<file path="src/rtl/tpu_pkg.sv">
// Shared definitions for the VPU-to-unified-buffer datapath.
//   DATA_W     : width of one VPU lane element
//   LANES      : number of VPU lanes packed into one UB row word
//   elem_t     : signed lane element, passed through unmodified
//   wb_state_t : write-back controller states
package tpu_pkg;

  localparam int DATA_W = 16;
  localparam int LANES  = 4;

  typedef logic signed [DATA_W-1:0] elem_t;

  typedef enum logic [1:0] {
    WB_IDLE,
    WB_RUN,
    WB_DONE
  } wb_state_t;

endpackage

</file>
<file path="src/rtl/vpu_ub_writeback_if.sv">
// Unified-buffer write port: one row word per valid/ready handshake.
//   ub_wr_valid : row word presented (driven by the write-back master)
//   ub_wr_ready : UB accepts the word when valid && ready
//   ub_wr_addr  : UB word address
//   ub_wr_data  : packed row, lane 1 in the low bits
interface vpu_ub_writeback_if #(
  parameter int ADDR_W = 10,
  parameter int WORD_W = tpu_pkg::LANES * tpu_pkg::DATA_W
) ();

  logic              ub_wr_valid;
  logic              ub_wr_ready;
  logic [ADDR_W-1:0] ub_wr_addr;
  logic [WORD_W-1:0] ub_wr_data;

  modport master (
    output ub_wr_valid,
    output ub_wr_addr,
    output ub_wr_data,
    input  ub_wr_ready
  );

  modport slave (
    input  ub_wr_valid,
    input  ub_wr_addr,
    input  ub_wr_data,
    output ub_wr_ready
  );

endinterface

</file>
<file path="src/rtl/wb_lane_fifo.sv">
// Per-lane de-skew FIFO, synchronous, first-word-fall-through head.
//   clk, rst : clock and synchronous active-high reset
//   flush    : empties the FIFO; wins over push and pop
//   push/din : write din when not full, or when full but popping this cycle
//   pop      : remove the head (ignored when empty)
//   dout     : current head, combinational from storage
//   empty    : no entries held
//   full     : FIFO_D entries held
module wb_lane_fifo #(
  parameter int DATA_W = 16,
  parameter int FIFO_D = 8
) (
  input  logic              clk,
  input  logic              rst,
  input  logic              flush,
  input  logic              push,
  input  logic              pop,
  input  logic [DATA_W-1:0] din,
  output logic [DATA_W-1:0] dout,
  output logic              empty,
  output logic              full
);

  localparam int PTR_W = (FIFO_D > 1) ? $clog2(FIFO_D) : 1;
  localparam int CNT_W = $clog2(FIFO_D + 1);

  logic [DATA_W-1:0] mem [FIFO_D];
  logic [PTR_W-1:0]  wr_ptr;
  logic [PTR_W-1:0]  rd_ptr;
  logic [CNT_W-1:0]  count;
  logic              do_push;
  logic              do_pop;

  function automatic logic [PTR_W-1:0] next_ptr(input logic [PTR_W-1:0] p);
    return (p == PTR_W'(FIFO_D - 1)) ? '0 : p + PTR_W'(1);
  endfunction

  assign empty   = (count == '0);
  assign full    = (count == CNT_W'(FIFO_D));
  assign do_pop  = pop && !empty;
  // A full FIFO still takes a push when its head leaves in the same cycle.
  assign do_push = push && (!full || do_pop);
  assign dout    = mem[rd_ptr];

  // NOTE: sequential state uses non-blocking assignments so every register
  // samples pre-edge values regardless of statement order.
  always_ff @(posedge clk) begin
    if (rst || flush) begin
      wr_ptr <= '0;
      rd_ptr <= '0;
      count  <= '0;
    end else begin
      if (do_push) wr_ptr <= next_ptr(wr_ptr);
      if (do_pop)  rd_ptr <= next_ptr(rd_ptr);
      case ({do_push, do_pop})
        2'b10:   count <= count + CNT_W'(1);
        2'b01:   count <= count - CNT_W'(1);
        default: count <= count;
      endcase
    end
  end

  // NOTE: storage is deliberately not reset; the pointers and count define
  // which entries are meaningful, and an unreset array maps onto plain RAM.
  always_ff @(posedge clk) begin
    if (do_push && !flush) mem[wr_ptr] <= din;
  end

endmodule

</file>
<file path="src/rtl/vpu_ub_writeback.sv">
// VPU write-back: re-aligns the four skewed VPU lane streams and writes one
// packed row word per handshake into the unified buffer.
//   clk, rst          : clock, synchronous active-high reset
//   wb_start          : command pulse, accepted only in IDLE
//   wb_base_addr      : UB address of row 0 (latched on accepted start)
//   wb_num_rows       : rows to write (latched on accepted start)
//   vpu_data_in_1..4  : lane elements; lane k lags lane 1 by k-1 cycles
//   vpu_valid_in_1..4 : per-lane valid, no backpressure toward the VPU
//   ub                : UB write port (master side, registered outputs)
//   wb_busy           : high while in RUN
//   wb_done           : 1-cycle pulse after the last row is accepted
//   wb_overflow_err   : sticky, set on a push into a full lane FIFO
module vpu_ub_writeback
  import tpu_pkg::*;
#(
  parameter int FIFO_D = 8,
  parameter int ADDR_W = 10,
  parameter int ROW_W  = 8
) (
  input  logic                clk,
  input  logic                rst,
  input  logic                wb_start,
  input  logic [ADDR_W-1:0]   wb_base_addr,
  input  logic [ROW_W-1:0]    wb_num_rows,
  input  elem_t               vpu_data_in_1,
  input  elem_t               vpu_data_in_2,
  input  elem_t               vpu_data_in_3,
  input  elem_t               vpu_data_in_4,
  input  logic                vpu_valid_in_1,
  input  logic                vpu_valid_in_2,
  input  logic                vpu_valid_in_3,
  input  logic                vpu_valid_in_4,
  vpu_ub_writeback_if.master  ub,
  output logic                wb_busy,
  output logic                wb_done,
  output logic                wb_overflow_err
);

  localparam int WORD_W = LANES * DATA_W;

  wb_state_t         state;
  wb_state_t         state_next;

  logic [ADDR_W-1:0] base_q;
  logic [ROW_W-1:0]  rows_q;
  logic [ROW_W-1:0]  row_idx;   // rows handed off to the UB
  logic [ROW_W-1:0]  pop_cnt;   // rows moved into the output slot
  logic              zero_done_q;
  logic              ovf_q;

  elem_t             lane_din   [LANES];
  elem_t             lane_dout  [LANES];
  logic [LANES-1:0]  lane_vld;
  logic [LANES-1:0]  lane_push;
  logic [LANES-1:0]  lane_empty;
  logic [LANES-1:0]  lane_full;
  logic [WORD_W-1:0] row_word;

  logic              start_accept;
  logic              handshake;
  logic              last_handshake;
  logic              slot_free;
  logic              pop_all;
  logic              fifo_flush;
  logic              ovf_hit;

  assign lane_din[0] = vpu_data_in_1;
  assign lane_din[1] = vpu_data_in_2;
  assign lane_din[2] = vpu_data_in_3;
  assign lane_din[3] = vpu_data_in_4;
  assign lane_vld    = {vpu_valid_in_4, vpu_valid_in_3, vpu_valid_in_2, vpu_valid_in_1};

  assign start_accept   = (state == WB_IDLE) && wb_start && (wb_num_rows != '0);
  assign handshake      = ub.ub_wr_valid && ub.ub_wr_ready;
  assign last_handshake = handshake && (row_idx == rows_q - ROW_W'(1));
  assign slot_free      = !ub.ub_wr_valid || ub.ub_wr_ready;
  assign lane_push      = (state == WB_RUN) ? lane_vld : '0;
  // pop_cnt caps issue at num_rows, so surplus lane data is never written.
  assign pop_all        = (state == WB_RUN) && !(|lane_empty) && slot_free &&
                          (pop_cnt != rows_q);
  assign ovf_hit        = |(lane_push & lane_full & ~{LANES{pop_all}});
  // Flushing while in DONE empties the FIFOs on the edge that returns to IDLE.
  assign fifo_flush     = (state == WB_DONE);

  for (genvar g = 0; g < LANES; g++) begin : g_lane
    wb_lane_fifo #(
      .DATA_W (DATA_W),
      .FIFO_D (FIFO_D)
    ) u_fifo (
      .clk   (clk),
      .rst   (rst),
      .flush (fifo_flush),
      .push  (lane_push[g]),
      .pop   (pop_all),
      .din   (lane_din[g]),
      .dout  (lane_dout[g]),
      .empty (lane_empty[g]),
      .full  (lane_full[g])
    );
  end

  // NOTE: every signal written in always_comb gets a default first, so no
  // path through the block can leave it unassigned and infer a latch.
  always_comb begin
    row_word = '0;
    for (int i = 0; i < LANES; i++) begin
      row_word[i*DATA_W +: DATA_W] = lane_dout[i];
    end
  end

  always_ff @(posedge clk) begin
    if (rst) state <= WB_IDLE;
    else     state <= state_next;
  end

  always_comb begin
    state_next = state;
    case (state)
      WB_IDLE: if (start_accept)   state_next = WB_RUN;
      WB_RUN:  if (last_handshake) state_next = WB_DONE;
      WB_DONE:                     state_next = WB_IDLE;
      default:                     state_next = WB_IDLE;
    endcase
  end

  always_ff @(posedge clk) begin
    if (rst) begin
      base_q         <= '0;
      rows_q         <= '0;
      row_idx        <= '0;
      pop_cnt        <= '0;
      zero_done_q    <= 1'b0;
      ovf_q          <= 1'b0;
      ub.ub_wr_valid <= 1'b0;
      ub.ub_wr_addr  <= '0;
      ub.ub_wr_data  <= '0;
    end else begin
      // A zero-row command completes immediately without entering RUN.
      zero_done_q <= (state == WB_IDLE) && wb_start && (wb_num_rows == '0);

      if (start_accept) begin
        base_q  <= wb_base_addr;
        rows_q  <= wb_num_rows;
        row_idx <= '0;
        pop_cnt <= '0;
      end else begin
        if (handshake) row_idx <= row_idx + ROW_W'(1);
        if (pop_all)   pop_cnt <= pop_cnt + ROW_W'(1);
      end

      if (ovf_hit) ovf_q <= 1'b1;

      // Rows leave in order with at most one in the slot, so the index of
      // the row being loaded equals the count of rows popped so far.
      if (pop_all) begin
        ub.ub_wr_valid <= 1'b1;
        ub.ub_wr_data  <= row_word;
        ub.ub_wr_addr  <= base_q + ADDR_W'(pop_cnt);
      end else if (handshake) begin
        ub.ub_wr_valid <= 1'b0;
      end
    end
  end

  assign wb_busy         = (state == WB_RUN);
  assign wb_done         = (state == WB_DONE) || zero_done_q;
  assign wb_overflow_err = ovf_q;

endmodule

</file>
<file path="src/flat_wrapper.sv">
// flat-port wrapper written by rule: the top's interface ports become plain ports
module vpu_ub_writeback_flat import tpu_pkg::*;
#(
  parameter int FIFO_D = 8,
  parameter int ADDR_W = 10,
  parameter int ROW_W  = 8
)
  (clk, rst, wb_start, wb_base_addr, wb_num_rows, vpu_data_in_1, vpu_data_in_2, vpu_data_in_3, vpu_data_in_4, vpu_valid_in_1, vpu_valid_in_2, vpu_valid_in_3, vpu_valid_in_4, wb_busy, wb_done, wb_overflow_err, ub_ub_wr_valid, ub_ub_wr_addr, ub_ub_wr_data, ub_ub_wr_ready);
  vpu_ub_writeback_if #(.ADDR_W(ADDR_W), .WORD_W((LANES * DATA_W))) ub_i ();
  input  logic clk;
  input  logic rst;
  input  logic wb_start;
  input  logic [ADDR_W-1:0] wb_base_addr;
  input  logic [ROW_W-1:0] wb_num_rows;
  input  elem_t vpu_data_in_1;
  input  elem_t vpu_data_in_2;
  input  elem_t vpu_data_in_3;
  input  elem_t vpu_data_in_4;
  input  logic vpu_valid_in_1;
  input  logic vpu_valid_in_2;
  input  logic vpu_valid_in_3;
  input  logic vpu_valid_in_4;
  output logic wb_busy;
  output logic wb_done;
  output logic wb_overflow_err;
  output wire logic [$bits(ub_i.ub_wr_valid)-1:0] ub_ub_wr_valid;
  output wire logic [$bits(ub_i.ub_wr_addr)-1:0] ub_ub_wr_addr;
  output wire logic [$bits(ub_i.ub_wr_data)-1:0] ub_ub_wr_data;
  input wire logic [$bits(ub_i.ub_wr_ready)-1:0] ub_ub_wr_ready;
  assign ub_ub_wr_valid = ub_i.ub_wr_valid;
  assign ub_ub_wr_addr = ub_i.ub_wr_addr;
  assign ub_ub_wr_data = ub_i.ub_wr_data;
  assign ub_i.ub_wr_ready = ub_ub_wr_ready;
  vpu_ub_writeback #(.FIFO_D(FIFO_D), .ADDR_W(ADDR_W), .ROW_W(ROW_W)) u_core (.clk(clk), .rst(rst), .wb_start(wb_start), .wb_base_addr(wb_base_addr), .wb_num_rows(wb_num_rows), .vpu_data_in_1(vpu_data_in_1), .vpu_data_in_2(vpu_data_in_2), .vpu_data_in_3(vpu_data_in_3), .vpu_data_in_4(vpu_data_in_4), .vpu_valid_in_1(vpu_valid_in_1), .vpu_valid_in_2(vpu_valid_in_2), .vpu_valid_in_3(vpu_valid_in_3), .vpu_valid_in_4(vpu_valid_in_4), .ub(ub_i), .wb_busy(wb_busy), .wb_done(wb_done), .wb_overflow_err(wb_overflow_err));
endmodule
</file>
<file path="config.mk">
export PLATFORM = sky130hd
export DESIGN_NAME = vpu_ub_writeback_flat
export DESIGN_NICKNAME = d
export VERILOG_FILES = /design/src/rtl/tpu_pkg.sv /design/src/rtl/vpu_ub_writeback_if.sv /design/src/rtl/wb_lane_fifo.sv /design/src/rtl/vpu_ub_writeback.sv /design/src/flat_wrapper.sv
export SDC_FILE = /design/constraint.sdc
export NUM_CORES = 1
export LEC_CHECK = 0
export CORE_MARGIN = 2
export CORE_UTILIZATION = 41
export CTS_CLUSTER_DIAMETER = 60
export DETAILED_ROUTE_END_ITERATION = 6
export GPL_ROUTABILITY_DRIVEN = 0
export PLACE_DENSITY = 0.61
export SLEW_MARGIN = 20
export SYNTH_ARGS = -nofsm -noshare
export SYNTH_HDL_FRONTEND = slang
export SYNTH_SLANG_ARGS = --single-unit
</file>
<file path="constraint.sdc">
create_clock -name clk -period 9.5 [get_ports clk]
set_input_delay 1.425 -clock clk [delete_from_list [all_inputs] [get_ports clk]]
set_output_delay 1.425 -clock clk [all_outputs]
set_load 0.005 [all_outputs]
</file>
# Word-level counts from Yosys, hierarchy flattened
# Memories as Yosys holds them, arrays and structs flattened. A register that Yosys moved wholly into a read port is not among the register bits.
# Index checks and enable logic that the tools add are counted.
# word_totals
regBits,89
mem_count,4
inputBits,90
ram_bits,512
output_inout_bits,78
word_cells,154
# memory_table
memory,depth,word_bits,rd,rd_ports_with_merged_regs,wr,line,source
u_core.g_lane[0].u_fifo.mem,8,16,1,1,1,wb_lane_fifo.sv:27,logic [DATA_W-1:0] mem [FIFO_D];
u_core.g_lane[1].u_fifo.mem,8,16,1,1,1,wb_lane_fifo.sv:27,
u_core.g_lane[2].u_fifo.mem,8,16,1,1,1,wb_lane_fifo.sv:27,
u_core.g_lane[3].u_fifo.mem,8,16,1,1,1,wb_lane_fifo.sv:27,
# classes
mux,26
n_addsub,20
bitwise,3
n_eq_ne,26
reduce_logical,54
# op_table
cell,n
$pmux W4 S2,4
$add A3 B1 Y3 const B,8
$eq A3 B3 Y1 const B,8
$mux W3,8
$logic_and A1 B1 Y1,20
$add A4 B1 Y4 const B,4
$add A8 B1 Y8 const B,2
$eq A4 B4 Y1 const B,4
$logic_not A4 Y1,4
$sub A4 B1 Y4 const B,4
$logic_not A1 Y1,11
$add A10 B8 Y10,1
$eq A2 B1 Y1 const B,5
$eq A2 B2 Y1 const B,5
$mux W1,10
$reduce_bool A2 Y1,5
$and A4 B4 Y4,2
$eq A8 B8 Y1,1
$logic_not A8 Y1,1
$ne A8 B8 Y1,1
$reduce_bool A8 Y1,1
$reduce_or A4 Y1,2
$sub A8 B1 Y8 const B,1
$logic_or A1 B1 Y1,7
8 further kinds,10

# Depth between registers and ports, before layout
# depth
word_depth,12
ltp_mapped,13
depth_no_buf,10

# Modules after synthesis
# A second synthesis with hierarchy kept.
# hier_totals
hier_cells,1669
area_unflattened_um2,27393.8
# modules_own_cells
module,cells_each,area_each_um2,seq_area_each_um2,n_inst
wb_lane_fifo (u_core.g_lane[0].u_fifo ...),272,5709.2,4103.9,2
wb_lane_fifo (u_core.g_lane[1].u_fifo ...),273,5585.4,4103.9,2
vpu_ub_writeback,579,4804.6,2262.2,1

# Least setup slack after synthesis
# No wires, ideal clock.
# synth_path
kind,input to register
from,input ub_ub_wr_ready
to,"memory u_core.g_lane[3].u_fifo.mem[2][0], enable pin"
setup_slack_ns,5.020
cell_stages,6
setup_time_ns,0.436
path_buffers,0
t_arrival_ns,4.044
t_required_ns,9.064
cell_sequence,nand2b_1 -> nand3_1 -> o21bai_4 -> o21ai_0 -> nand2_1 -> nor4b_1
# synth_between
elab_chain_cells,9
# synth_rtl
element,line,source
start: declaration,flat_wrapper.sv:29,input wire logic [$bits(ub_i.ub_wr_ready)-1:0] ub_ub_wr_ready;
$logic_or A1 B1 Y1,vpu_ub_writeback.sv:76,assign slot_free = !ub.ub_wr_valid || ub.ub_wr_ready;
$logic_and A1 B1 Y1 (2 in a row),vpu_ub_writeback.sv:79,assign pop_all = (state == WB_RUN) && !(|lane_empty) && slot_free &&
$logic_and A1 B1 Y1,wb_lane_fifo.sv:40,assign do_pop = pop && !empty;
$logic_or A1 B1 Y1,wb_lane_fifo.sv:42,assign do_push = push && (!full || do_pop);
$logic_and A1 B1 Y1,wb_lane_fifo.sv:42,
$logic_and A1 B1 Y1,wb_lane_fifo.sv:66,if (do_push && !flush) mem[wr_ptr] <= din;
$mux W1,wb_lane_fifo.sv:66,
$mux W1 (not written as such),wb_lane_fifo.sv:66,
end: declaration,wb_lane_fifo.sv:27,
# Every way passes these cells.

# Worst setup path after layout
# layout_path
from,input ub_ub_wr_ready
to,"memory u_core.g_lane[0].u_fifo.mem[6][15], enable pin"
# layout_between
elab_chain_cells,9
# layout_rtl
element,line
$logic_or A1 B1 Y1,vpu_ub_writeback.sv:76
$logic_and A1 B1 Y1 (2 in a row),vpu_ub_writeback.sv:79
$logic_and A1 B1 Y1,wb_lane_fifo.sv:40
$logic_or A1 B1 Y1,wb_lane_fifo.sv:42
$logic_and A1 B1 Y1,wb_lane_fifo.sv:42
$logic_and A1 B1 Y1,wb_lane_fifo.sv:66
$mux W1,wb_lane_fifo.sv:66
$mux W1 (not written as such),wb_lane_fifo.sv:66
end: declaration,wb_lane_fifo.sv:27
# Every way passes these cells.

==> results_dict.tcl <==
set metrics [dict create \
    first_pass_iters 5 \
    dieArea_sq_mm 0.0672 \
    holdWs_ps 463 \
    via_per_inst 5.30 \
    synth_edf_count 512 \
    tns_ps 0 \
    ys_ff_latch 665 \
    fillers 5405 \
    ant_nets 0 \
    dr_total_vias 14100 \
    antenna_found_initial 3 \
    drv_slew 0 \
    grt_use_met1 0.219 \
    routed_wirelength_microns 55500 \
    cp-start-kind "primary input" \
    clk_latency_ps 600 \
    hpwl_microns 33300 \
    std_cell_rows 93 \
    cts_made_buffers 73 \
    r2r_cells 9 \
    synth_top_area_frac 0.575 \
    grt_busiest_layer "met2" \
    worstPathRequired_ps 9790 \
    leakagePower_uw 0.00988 \
    gr-total-overflow 0 \
    status "finished clean" \
    post_cts_buffers 0 \
    routedWlPerCell_microns 20.8 \
    fin_crit_sh 0.461 \
    core_area_sq_mm 0.0645 \
    cts_tree "done" \
    fp.dieW_microns 259 \
    ctsHtreeMaxLevel 3 \
    synth.distinct_cells 69 \
    syn-num-nets 1684 \
    grt_first_pass_wirelength_microns 86500 \
    synth_top_cell_by_area "edfxtp_1" \
    die_y_microns 259 \
    root_buffer "clkbuf_16" \
    min_path_type "flop to flop" \
    clock_skew_ps 25.2 \
    use_met3 0.0364 \
    area_delta_synth_final_pct 19.3 \
    tightest_slew_ps 1070 \
    max_slew_margin 0.282 \
    crit_type "primary input to flop" \
    cts_max_path_buffers 3 \
    min_path_cells 2 \
    initial_core_util 0.415 \
    diodes 0 \
    drt_iter0_markers 969 \
    synth-async-reset-ratio 0 \
    maxCapViolCount 0 \
    rsz0062_at_grt "false" \
    netlist_area_sq_mm 0.0267 \
    synth.most_common_cell "edfxtp_1" \
    grt_usage 0.167 \
    cts_resized 0 \
    drc 0 \
    netlist_top_cells_area "edfxtp_1 (58%), dfxtp_1 (11%), mux4_2 (11%)" \
    cts_hold_buf 0 \
    critPathCaptureType "flop" \
    netlist_instances 1562 \
    cp_max_fo 74 \
    ys_seq_area_frac 0.690 \
    nets 1871 \
    power.density_mw_per_mm2 195 \
    cts.clk_slew.worst_paths_ps 60 \
    peakVddDrop_mv 0.126 \
    met2_usage 0.283 \
    grt_pass1_vias 14800 \
    final-hold-violation-count 0 \
    avgSynthCellArea_sq_um 17.1 \
    grt_max_degree 77 \
    synth-warning-count 0 \
    synthTopCellsByCount "edfxtp_1 (512), dfxtp_1 (153), mux4_2 (128)" \
    setup_viol 0 \
    fmax_ghz 0.228 \
    layout-drive-gt1-share 0.222 \
    final.min_clock_period_ps 4380 \
    port_buffers 167 \
    clkSinkCount 665 \
    worstPathArrival_ps 4680 \
    boundaryPins 168 \
    yosys_most_used_dff "edfxtp_1" \
]
metrics by stage:
stage	std cells	worst slack, ps	cell area (sq um)	total power (uW)	utilization
2_1_floorplan	1562	5020	26700	3340	-
3_3_place_gp	2529	4570	29500	3430	0.457
3_5_place_dp	2529	4490	29500	3440	0.457
4_1_cts	2665	5120	31900	6290	0.495
5_1_grt	2665	4860	31900	6420	0.495
6_report	2665	5120	31900	6210	0.495
per-layer routing:
metal / part of all wire / wire (microns)
met5: 0.00063 / 35
met3: 0.050 / 2760
met1: 0.43 / 23700
met4: 0.020 / 1120
met2: 0.50 / 27900
layout by cell type, fill, tap and decap left out, drive strengths merged, types with 4 or more instances in the layout:
| cell | count |
|---|---|
| edfxtp | 512 |
| clkdlybuf4s50 | 166 |
| dfxtp | 153 |
| mux4 | 128 |
| clkbuf | 109 |
| nor2 | 93 |
| nand2 | 77 |
| mux2i | 74 |
| a211oi | 69 |
| buf | 45 |
| a21oi | 44 |
| nor3 | 37 |
| ha | 31 |
| o21ai | 29 |
| xnor2 | 28 |
| nand3 | 21 |
| clkinv | 16 |
| nor3b | 15 |
| or3 | 14 |
| a22o | 14 |
| inv | 13 |
| xor2 | 11 |
| nand2b | 10 |
| nand3b | 10 |
| nand4 | 10 |
| nor4b | 10 |
| nor4 | 9 |
| o211ai | 8 |
| and2 | 7 |
| nor2b | 6 |
| bufinv | 5 |
| or4 | 4 |
| o21a | 4 |
worst paths after layout:
kind / start / end / slack (ps)
worst min-delay path: u_core.ub.ub_wr_addr[0]$_SDFFE_PP0N_ / u_core.ub.ub_wr_addr[0]$_SDFFE_PP0N_ / 460
worst max register to register: u_core.state[0]$_SDFFE_PP0P_ / u_core.g_lane[0].u_fifo.mem[6][15]$_DFFE_PP_ / 5930
worst max-delay path: ub_ub_wr_ready / u_core.g_lane[0].u_fifo.mem[6][15]$_DFFE_PP_ / 5120
worst min register to register: u_core.ub.ub_wr_addr[0]$_SDFFE_PP0N_ / u_core.ub.ub_wr_addr[0]$_SDFFE_PP0N_ / 460
worst max-delay path, cell delays in order:
cell             delay, ps
clkdlybuf4s50_1        550
nand2b_1               150
nand3_1                 90
o21bai_4               270
nor2_4                 220
buf_4                  790
o211ai_2               280
nor3b_2                540
buf_4                  300
logic make-up after synthesis:
| group | Yosys count | synth area share |
|---|---|---|
| flip-flops | 665 | 0.690 |
| AND/OR/NAND/NOR | 328 | 0.0626 |
| multiplexers | 202 | 0.136 |
| AO/OA/AOI/OAI | 189 | 0.0626 |
| buffers and inverters | 107 | 0.0213 |
| XOR/XNOR | 39 | 0.0128 |
| adder cells (fa/ha/maj) | 32 | 0.0153 |
sequential cells by signal, summed over array words and instances, names as in the netlist, 8 cells and up:
| name | cells |
|---|---|
| u_core.g_lane.u_fifo.wr_ptr | 12 |
| u_core.g_lane.u_fifo.mem | 512 |
| u_core.ub.ub_wr_data | 64 |
| u_core.pop_cnt | 8 |
| u_core.g_lane.u_fifo.rd_ptr | 12 |
| u_core.ub.ub_wr_addr | 10 |
| u_core.base_q | 10 |
| u_core.row_idx | 8 |
| u_core.rows_q | 8 |
| u_core.g_lane.u_fifo.count | 16 |
where the power goes:
part           internal (uW)  switching [uW]
combinational           83.6             115
sequential              3160            20.5
clock                   1720            1110
total                   4960            1250
area by class of cell:
| cell class | instances | area [sq um] | share of cell area |
|---|---|---|---|
| Multi-Input combinational cell | 790 | 7910 | 0.248 |
| Inverter | 8 | 30.0 | 0.000941 |
| Tap cell | 855 | 1070 | 0.0335 |
| Clock inverter | 27 | 278 | 0.00871 |
| Timing Repair Buffer | 211 | 2000 | 0.0628 |
| Clock buffer | 109 | 2160 | 0.0677 |
| Sequential cell | 665 | 18400 | 0.578 |
Note: power is estimated with default switching activity, not from simulation.
